**config.mk**
```make
export PLATFORM = sky130hd
export DESIGN_NAME = seg_scan_display
export DESIGN_NICKNAME = d
export VERILOG_FILES = /design/src/rtl/seg_pkg.sv /design/src/rtl/seg7_decode.sv /design/src/rtl/seg_scan_display.sv
export SDC_FILE = /design/constraint.sdc
export NUM_CORES = 1
export LEC_CHECK = 0
export CORE_ASPECT_RATIO = 1.5
export CORE_MARGIN = 4
export CORE_UTILIZATION = 59
export DETAILED_ROUTE_END_ITERATION = 6
export HOLD_SLACK_MARGIN = 0.06
export PLACE_DENSITY = 0.93
export SETUP_SLACK_MARGIN = 0.3
export SLEW_MARGIN = 20
export SYNTH_ARGS = -nofsm -noshare
export SYNTH_HDL_FRONTEND = slang
export SYNTH_SLANG_ARGS = --single-unit
```
**constraint.sdc**
```tcl
create_clock -name clk -period 3.75 [get_ports clk]
set_clock_uncertainty 0.05 [all_clocks]
set_input_delay 0.75 -clock clk [delete_from_list [all_inputs] [get_ports clk]]
set_output_delay 0.75 -clock clk [all_outputs]
set_load 0.01 [all_outputs]
```
**src/rtl/seg_pkg.sv**
```systemverilog
`default_nettype none
// ============================================================================
// Module   : seg_pkg
// Purpose  : Shared mode encodings, hex glyph table and BCD step helper for
//            the multiplexed seven-segment scan driver.
// Revision : 1.0 - initial release
// ============================================================================
package seg_pkg;

  // Display mode as presented on the slt switches
  typedef enum logic [1:0] {
    MODE_EXT  = 2'b00,
    MODE_UP   = 2'b01,
    MODE_DN   = 2'b10,
    MODE_LAMP = 2'b11
  } mode_e;

  // Glyphs {g,f,e,d,c,b,a}, 1 = segment lit; entry 0 is the rightmost field
  localparam logic [15:0][6:0] SEG_GLYPHS = {
    7'h71, 7'h79, 7'h5E, 7'h39, 7'h7C, 7'h77, 7'h6F, 7'h7F,
    7'h07, 7'h7D, 7'h6D, 7'h66, 7'h4F, 7'h5B, 7'h06, 7'h3F
  };

  // Every segment including the decimal point
  localparam logic [7:0] SEG_ALL_ON = 8'hFF;

  localparam int BCD_MAX_DIGITS = 8;

  // One BCD increment or decrement over the low n_digits digits.
  // The carry out of the top digit is dropped, so all-9s wraps to 0 and back.
  function automatic logic [31:0] bcd_step(input logic [31:0] val,
                                           input logic        up,
                                           input int          n_digits);
    logic [31:0] res;
    logic        carry;
    res   = val;
    carry = 1'b1;
    for (int i = 0; i < BCD_MAX_DIGITS; i++) begin
      if (carry && (i < n_digits)) begin
        if (up) begin
          if (res[4*i +: 4] == 4'd9) begin
            res[4*i +: 4] = 4'd0;
          end else begin
            res[4*i +: 4] = res[4*i +: 4] + 4'd1;
            carry         = 1'b0;
          end
        end else begin
          if (res[4*i +: 4] == 4'd0) begin
            res[4*i +: 4] = 4'd9;
          end else begin
            res[4*i +: 4] = res[4*i +: 4] - 4'd1;
            carry         = 1'b0;
          end
        end
      end
    end
    return res;
  endfunction

endpackage
`default_nettype wire

```
**src/rtl/seg7_decode.sv**
```systemverilog
`default_nettype none
// ============================================================================
// Module   : seg7_decode
// Purpose  : Combinational hex nibble to seven-segment glyph, 1 = lit.
//            Pin polarity is handled by the instantiating block.
// Revision : 1.0 - initial release
// ============================================================================
module seg7_decode
  import seg_pkg::*;
(
  input  logic [3:0] nib_i,
  output logic [6:0] seg_o
);

  assign seg_o = SEG_GLYPHS[nib_i];

endmodule
`default_nettype wire

```
**src/rtl/seg_scan_display.sv**
```systemverilog
`default_nettype none
// ============================================================================
// Module   : seg_scan_display
// Purpose  : Multiplexed seven-segment scanner with PWM brightness and four
//            display modes (external hex, BCD up, BCD down, lamp test).
//            Inputs are sampled once per scan frame so a frame never tears.
// Revision : 1.0 - initial release
// ============================================================================
module seg_scan_display
  import seg_pkg::*;
#(
  parameter int N_DIGITS     = 4,
  parameter int REFRESH_LOG2 = 16,
  parameter int BRIGHT_W     = 3,
  parameter int COUNT_DIV    = 50,
  parameter bit SEG_ACT_LOW  = 1'b1,
  parameter bit SEL_ACT_LOW  = 1'b1
) (
  input  logic                    clk,
  input  logic                    rst,
  input  logic [1:0]              slt,
  input  logic [4*N_DIGITS-1:0]   data_in,
  input  logic [N_DIGITS-1:0]     dp_in,
  input  logic [BRIGHT_W-1:0]     brightness,
  output logic [N_DIGITS-1:0]     led_sel,
  output logic [7:0]              led
);

  localparam int IDX_W = (N_DIGITS > 1) ? $clog2(N_DIGITS) : 1;
  localparam int DIV_W = (COUNT_DIV > 1) ? $clog2(COUNT_DIV) : 1;
  localparam int CNT_W = 4 * N_DIGITS;

  // Pin levels that mean "off" for the chosen board polarity
  localparam logic [N_DIGITS-1:0] SEL_OFF = {N_DIGITS{SEL_ACT_LOW}};
  localparam logic [7:0]          SEG_OFF = {8{SEG_ACT_LOW}};

  logic [REFRESH_LOG2-1:0] presc_q;
  logic [IDX_W-1:0]        idx_q;
  mode_e                   mode_q;
  logic [CNT_W-1:0]        data_q;
  logic [N_DIGITS-1:0]     dp_q;
  logic [BRIGHT_W-1:0]     bright_q;
  logic [DIV_W-1:0]        div_q;
  logic [CNT_W-1:0]        cnt_q;
  logic [CNT_W-1:0]        disp_q;
  logic [N_DIGITS-1:0]     led_sel_q;
  logic [7:0]              led_q;

  logic                    slot_tick;
  logic                    frame_tick;
  logic                    pwm_on;
  logic [3:0]              nib_sel;
  logic [6:0]              glyph;
  logic [CNT_W-1:0]        cnt_step;
  logic [N_DIGITS-1:0]     sel_on;
  logic [7:0]              seg_on;
  logic [N_DIGITS-1:0]     led_sel_d;
  logic [7:0]              led_d;

  assign slot_tick  = &presc_q;
  assign frame_tick = slot_tick && (idx_q == IDX_W'(N_DIGITS - 1));

  // Top prescaler bits form the PWM ramp inside each digit slot
  assign pwm_on = (presc_q[REFRESH_LOG2-1 -: BRIGHT_W] <= bright_q);

  // Counter modes show the frame-sampled count, external mode the sampled data
  assign nib_sel = (mode_q == MODE_EXT) ? data_q[4*idx_q +: 4] : disp_q[4*idx_q +: 4];

  seg7_decode u_dec (
    .nib_i (nib_sel),
    .seg_o (glyph)
  );

  // Next BCD value in the direction of the mode currently in effect
  always_comb begin
    cnt_step = CNT_W'(bcd_step(32'(cnt_q), (mode_q == MODE_UP), N_DIGITS));
  end

  // Free-running prescaler and digit scan index
  always_ff @(posedge clk or negedge rst) begin
    if (!rst) begin
      presc_q <= '0;
      idx_q   <= '0;
    end else begin
      presc_q <= presc_q + REFRESH_LOG2'(1);
      if (slot_tick) begin
        idx_q <= (idx_q == IDX_W'(N_DIGITS - 1)) ? '0 : idx_q + IDX_W'(1);
      end
    end
  end

  // Frame-boundary sampling, frame divider and BCD counter.
  // The displayed count is sampled before any step taken on the same tick.
  always_ff @(posedge clk or negedge rst) begin
    if (!rst) begin
      mode_q   <= MODE_EXT;
      data_q   <= '0;
      dp_q     <= '0;
      bright_q <= '0;
      div_q    <= '0;
      cnt_q    <= '0;
      disp_q   <= '0;
    end else if (frame_tick) begin
      mode_q   <= mode_e'(slt);
      data_q   <= data_in;
      dp_q     <= dp_in;
      bright_q <= brightness;
      disp_q   <= cnt_q;
      if ((mode_q == MODE_UP) || (mode_q == MODE_DN)) begin
        if (div_q == DIV_W'(COUNT_DIV - 1)) begin
          div_q <= '0;
          cnt_q <= cnt_step;
        end else begin
          div_q <= div_q + DIV_W'(1);
        end
      end
    end
  end

  // Segment and digit-enable pattern for the current index and PWM phase
  always_comb begin
    sel_on = '0;
    seg_on = '0;
    if (pwm_on) begin
      sel_on[idx_q] = 1'b1;
      case (mode_q)
        MODE_EXT:         seg_on = {dp_q[idx_q], glyph};
        MODE_UP, MODE_DN: seg_on = {1'b0, glyph};
        default:          seg_on = SEG_ALL_ON;
      endcase
    end
    led_sel_d = sel_on ^ SEL_OFF;
    led_d     = seg_on ^ SEG_OFF;
  end

  // Registered pin drivers, blanked immediately by reset
  always_ff @(posedge clk or negedge rst) begin
    if (!rst) begin
      led_sel_q <= SEL_OFF;
      led_q     <= SEG_OFF;
    end else begin
      led_sel_q <= led_sel_d;
      led_q     <= led_d;
    end
  end

  assign led_sel = led_sel_q;
  assign led     = led_q;

endmodule
`default_nettype wire
```
==> results of run 1 <==
==> cell usage after synthesis, drive strengths merged, types with 3 or more instances <==
master and instances:
o21ai 31, nor2 26, mux4 9, and4 4
o31ai 11, nor4 4, dfstp 12, o22ai 4
and2 5, xnor2 14, and3 7, inv 23
mux2i 4, o211ai 3, nand4 9, dfrtp 81
a21oi 8, xor2 9, nand3 20, nand2 125
clkbuf 20, ha 17, buf 11, nor3 16
o21a 4, a21o 3, or4 3, a31oi 5
a211oi 4, or3 4, mux2 6
==> path summary, 6_finish.rpt <==
| path | to | slack [ns] | startpoint |
|---|---|---|---|
| worst max-delay path | led[1] | 0.67 | mode_q[1] |
| worst min-delay path | data_q[2] | 0.42 | data_q[2] |
| worst max register to register | led[1] | 0.67 | mode_q[1] |
| worst min register to register | data_q[2] | 0.42 | data_q[2] |
| max in group asynchronous | led[6] | 2.37 | rst |
| min in group asynchronous | presc_q[0] | 0.49 | rst |
==> cell type report <==
class / instances / area, sq um
Inverter: 23 / 86.33
Multi-Input combinational cell: 380 / 2439
Fill cell: 518 / 2441
Timing Repair Buffer: 43 / 415.4
Clock inverter: 5 / 60.06
Tap cell: 105 / 131.4
Clock buffer: 11 / 242.7
Sequential cell: 93 / 2342
==> per-layer routing <==
metal	up-vias	GRT usage, %	wire [microns]
met3	37	4.552	799
met5	-	0	0
met1	2000	26.49	4237
met2	203	45.48	6359
met4	0	11.55	363
li1	1883	-	-
==> state kept, by name, indices dropped and copies added, names as in the netlist, 4 cells and up <==
name and flops:
data_q 16, disp_q 16, dp_q 4, led_sel 4, div_q 6, presc_q 16
cnt_q 16, led 8
==> worst min-delay path, stage by stage, from the launching register on <==
cell and delay [ns]:
dfrtp_1 0.34, nand2_1 0.05, nand2_1 0.05
==> per-stage QoR <==
| step | hold WS, ns | cell area [sq um] | util [%] |
|---|---|---|---|
| finish | 0.4222 | 5717 | 70.08 |
| global route | 0.4506 | 5717 | 70.08 |
| global placement | 0.3926 | 5414 | 66.37 |
| CTS | 0.4222 | 5717 | 70.08 |
| detailed placement | 0.4049 | 5414 | 66.37 |
| floorplan | 0.3803 | 5015 | - |
==> power by group <==
part / total [mW] / internal (mW) / switching, mW
Sequential: 1.00 / 1.00 / 0
Combinational: 0.0478 / 0.0248 / 0.0230
Clock: 0.916 / 0.535 / 0.381
==> cell families (layout without fill, tap and decap cells) <==
family	Yosys count	count (layout)
AND/OR/NAND/NOR	231	231
XOR/XNOR	23	23
adder cells (fa/ha/maj)	17	17
AO/OA/AOI/OAI	90	90
buffers and inverters	54	82
flip-flops	93	93
multiplexers	19	19
==> results.yml, run 1 <==
cts:
  path_clk_slew_ns: 0.06
  post_cts_buffers: 0
  clk_latency_ns: 0.34
  cts_num_sinks: 93
  clock-root-buffer: "clkbuf_16"
  clk_path_buf_depth: 2
  holdBufCountCts: 0
  htree_levels: 3
  numCtsBuffers: 9
  cts-resized-gates: 0
  cts_tree: "done"
final_layout:
  syn_to_final_growth_pct: 14.00
  diodes: 0
  final_cell_mix: "nand2_1, dfrtp_1, clkdlybuf4s50_1, o21ai_0, nor2_1"
  final_common_cell: "nand2_1"
  drive_gt1_share_pct: 9.009
  nNetsFinal: 594
  fin_cells: 660
synthesis:
  ys_types: 65
  synth_area_leaders: "dfrtp_1, nand2_1, dfstp_2"
  synth-simple-area-share_pct: 21.38
  ys_async_sr_fraction_pct: 100.0
  synth_warnings: 0
  yosys.area_share.adder_pct: 4.242
  syn_nets: 571
  synth_ff_type: "dfrtp_1"
  synthMuxAreaShare_pct: 7.186
  synth_seq_area_share_pct: 46.71
  synth_compound_gate_area_share_pct: 11.80
  synth_edf_count: 0
  syn_inst: 527
  synth-seq-cells: 93
  yosysTopAreaCellShare_pct: 40.42
  avgSynthCellArea_sq_um: 9.516
  netlist.top_cell.by_area: "dfrtp_1"
  synthesis.area_sq_um: 5015
  synth_xor_area_share_pct: 4.017
  synth_top_family_by_area: "simple AND/OR/NAND/NOR gates"
run:
  maxCapViolations: 0
floorplanning:
  row_count: 40
  io_pins: 39
  start_util_pct: 61.47
  die_x_microns: 83.28
  dieHeight_microns: 120.9
  core_sq_um: 8158
  dieArea_sq_um: 10070
grt:
  gr-total-overflow: 0
  grt_max_degree: 80
  grt_use_total_pct: 24.44
  grt_pass1_vias: 4155
  grt_antenna_before_repair: 0
  grt_pass1_wl_mm: 19.80
placement:
  post-place-ws_ns: 0.7466
  dp_hpwl_mm: 7.881
  port_buffers: 38
  placedCellCount: 644
  routabilityCongestion: 0.9152
sta:
  finalSetupViolations: 0
  hold_viol_final: 0
  worst_slew_pin_slew_ns: 0.9747
  rsz0062_at_grt: "no"
  maxSlewHeadroom_pct: 35.02
  final.setup.worst_slack_ns: 0.6698
  setup_tns_ns: 0
  fmax_mhz: 324.7
  min_period_over_period_pct: 82.14
  slew_viol_final: 0
  period_minus_slack_ns: 3.080
critical_path:
  crit_arrival_ns: 3.29
  reg2regPathDepth: 8
  cp_common_cell: "ha_1"
  path_max_fanout: 11
  cpPeakStageDelay_ns: 0.68
  critical_path_required_ns: 3.96
  crit_type: "flip-flop to flip-flop"
  start_kind: "flip-flop"
  cp_slowest_cell: "mux4_1"
  cp_num_buf_inv: 1
  crit_family: "multiplexers"
  crit_cells: 8
  critPathCaptureType: "flip-flop"
  crit_chain: "inv_1 > ha_1 > mux4_1 > mux2i_4 > ha_1 > mux2_1 > a221oi_2 > o21ai_1"
pwr:
  vdd_drop_max_v: 0.0002632
  power_leakage_nw: 2.584
  powerDensity_nw_per_um2: 344.2
  design_power_total_mw: 1.968
detailed_routing:
  initialDrtViolationCount: 487
  wl_per_cell_microns: 17.82
  drt-pass1-iter-count: 7
  drtAntennaViolNets: 0
  viasPerCell: 6.247
  routed_wl_mm: 11.76
  drc: 0
  via_count: 4123
hold_path:
  min_path_type: "flip-flop to flip-flop"
  hold_depth: 2
outcome:
  status: "finished, final reports clean"
No activity file was read; power rests on OpenSTA's default activity.
==> run 2: changes to the inputs <==
==> constraint.sdc (replaced) <==
create_clock -name clk -period 3.1 [get_ports clk]
set_clock_uncertainty 0.05 [all_clocks]
set_input_delay 0.62 -clock clk [delete_from_list [all_inputs] [get_ports clk]]
set_output_delay 0.62 -clock clk [all_outputs]
set_load 0.01 [all_outputs]
==> results.yml, run 2 (synthesis results as in run 1) <==
cts:
  cts_num_sinks: 93
  cts_tree: "done"
  clock-root-buffer: "clkbuf_16"
  numCtsBuffers: 9
  clk_path_buf_depth: 2
  path_clk_slew_ns: 0.07
  htree_levels: 3
  clk_latency_ns: 0.36
  holdBufCountCts: 0
pwr:
  p_sw_uw: 510.8
  vdd_drop_max_v: 0.0003692
  power_leakage_nw: 2.641
  powerDensity_nw_per_um2: 423.4
  internal_power_mw: 1.972
  power_frac_clock_pct: 48.7
  seq_power_share_pct: 48.9
  comb_power_share_pct: 2.4
  p_sw_share_pct: 20.57
placement:
  placed_cell_area_sq_um: 5469
  post-place-ws_ns: 0.1763
  routabilityCongestion: 0.8960
  dp_hpwl_mm: 8.005
  port_buffers: 38
detailed_routing:
  viasPerCell: 6.388
  drt-pass1-iter-count: 6
  drtAntennaViolNets: 0
  wl_per_cell_microns: 19.95
  via_count: 4261
  initialDrtViolationCount: 498
  drc: 0
  routed_wl_mm: 13.31
floorplanning:
  core_sq_um: 8158
  dieArea_sq_um: 10070
  start_util_pct: 61.47
  io_pins: 39
  row_count: 40
  dieHeight_microns: 120.9
  die_x_microns: 83.28
critical_path:
  path_max_fanout: 6
  reg2regPathDepth: 9
  crit_chain: "inv_2 > ha_4 > mux4_1 > mux2i_4 > buf_4 > ha_1 > mux2_1 > a221oi_2 > o21ai_1"
  timing.rr.start: "mode_q[0]"
  r2r-end: "led[1]"
  critical_path_required_ns: 3.32
  start_kind: "flip-flop"
  cpPeakStageDelay_ns: 0.61
  critPathCaptureType: "flip-flop"
  r2r_setup_slack_ns: 0.30
  crit_arrival_ns: 3.02
  crit_type: "flip-flop to flip-flop"
  cp_slowest_cell: "mux4_1"
sta:
  slew_viol_final: 0
  hold_viol_final: 0
  min_period_over_period_pct: 90.19
  finalSetupViolations: 0
  final.setup.worst_slack_ns: 0.3041
  rsz0062_at_grt: "yes"
  period_minus_slack_ns: 2.796
  fin_hold_ws_ns: 0.2053
  fmax_mhz: 357.7
  setup_tns_ns: 0
  worst_slew_pin_slew_ns: 0.7365
  maxSlewHeadroom_pct: 50.52
final_layout:
  nNetsFinal: 601
  final_common_cell: "nand2_1"
  fin_area_sq_um: 5864
  syn_to_final_growth_pct: 16.94
  final_cell_mix: "nand2_1, dfrtp_1, clkdlybuf4s50_1, o21ai_0, nor2_1"
  drive_gt1_share_pct: 11.92
  diodes: 0
grt:
  grt_use_total_pct: 27.72
  gr-total-overflow: 0
  grt_pass1_wl_mm: 21.67
  grt_antenna_before_repair: 0
  grt_pass1_vias: 4406
  grt_max_degree: 49
run:
  maxCapViolations: 0
hold_path:
  min_path_type: "input pin to asynchronous set/reset pin"
outcome:
  status: "finished, final reports clean"
## run 2: critical path: cells and delay by family, from the launching register on
kind	cells	cell delay (ns)
muxes	3	1.16
adders and majority gates	2	0.46
DFF	1	0.41
AOI/OAI and AO/OA	2	0.36
buffers and inverters	2	0.28
## run 2: final cells by class
class,instances,area (sq um)
multi-input combinational,380,2486
sequential,93,2342
fill,482,2293
timing repair buffer,50,493.0
clock buffer,10,239.0
tap,105,131.4
clock inverter,6,86.33
inverter,23,86.33
## run 2: per-layer routing
| metal | wire length, microns | track usage [%] | up-vias |
|---|---|---|---|
| met5 | 0 | 0 | - |
| met1 | 4710 | 30.02 | 2079 |
| met4 | 750 | 17.59 | 0 |
| met3 | 1017 | 6.590 | 54 |
| met2 | 6826 | 48.34 | 237 |
| li1 | - | - | 1891 |
## run 2: how the worst max path moves through the flow
stage                    from  endpoint
CTS                 mode_q[0]    led[1]
detailed placement  mode_q[0]    led[3]
global placement    mode_q[0]    led[1]
floorplan           mode_q[0]    led[1]
global route        mode_q[0]    led[1]
finish              mode_q[0]    led[1]
## run 2: power groups by stage
| stage | sequential, mW | clock, mW | combinational [mW] |
|---|---|---|---|
| floorplan | 1.24 | 0 | 0.000359 |
| global placement | 1.24 | 0 | 0.0590 |
| detailed placement | 1.24 | 0 | 0.0603 |
| CTS | 1.21 | 1.21 | 0.0613 |
| global route | 1.21 | 1.27 | 0.0655 |
| finish | 1.21 | 1.21 | 0.0596 |
## run 2: repair_timing
action	4_1_cts	5_1_grt
resized for setup	9	3
buffers inserted	3	0
pin swaps	0	0
setup endpoints to repair	4	5
## run 2: per-stage QoR
stage / total power, mW / std cells / utilization (%)
final: 2.483 / 667 / 71.89
after global routing: 2.553 / 667 / 71.89
after CTS: 2.486 / 667 / 71.83
after detailed placement: 1.297 / 648 / 67.04
after global placement: 1.295 / 648 / 67.04
after floorplan: 1.237 / 527 / -
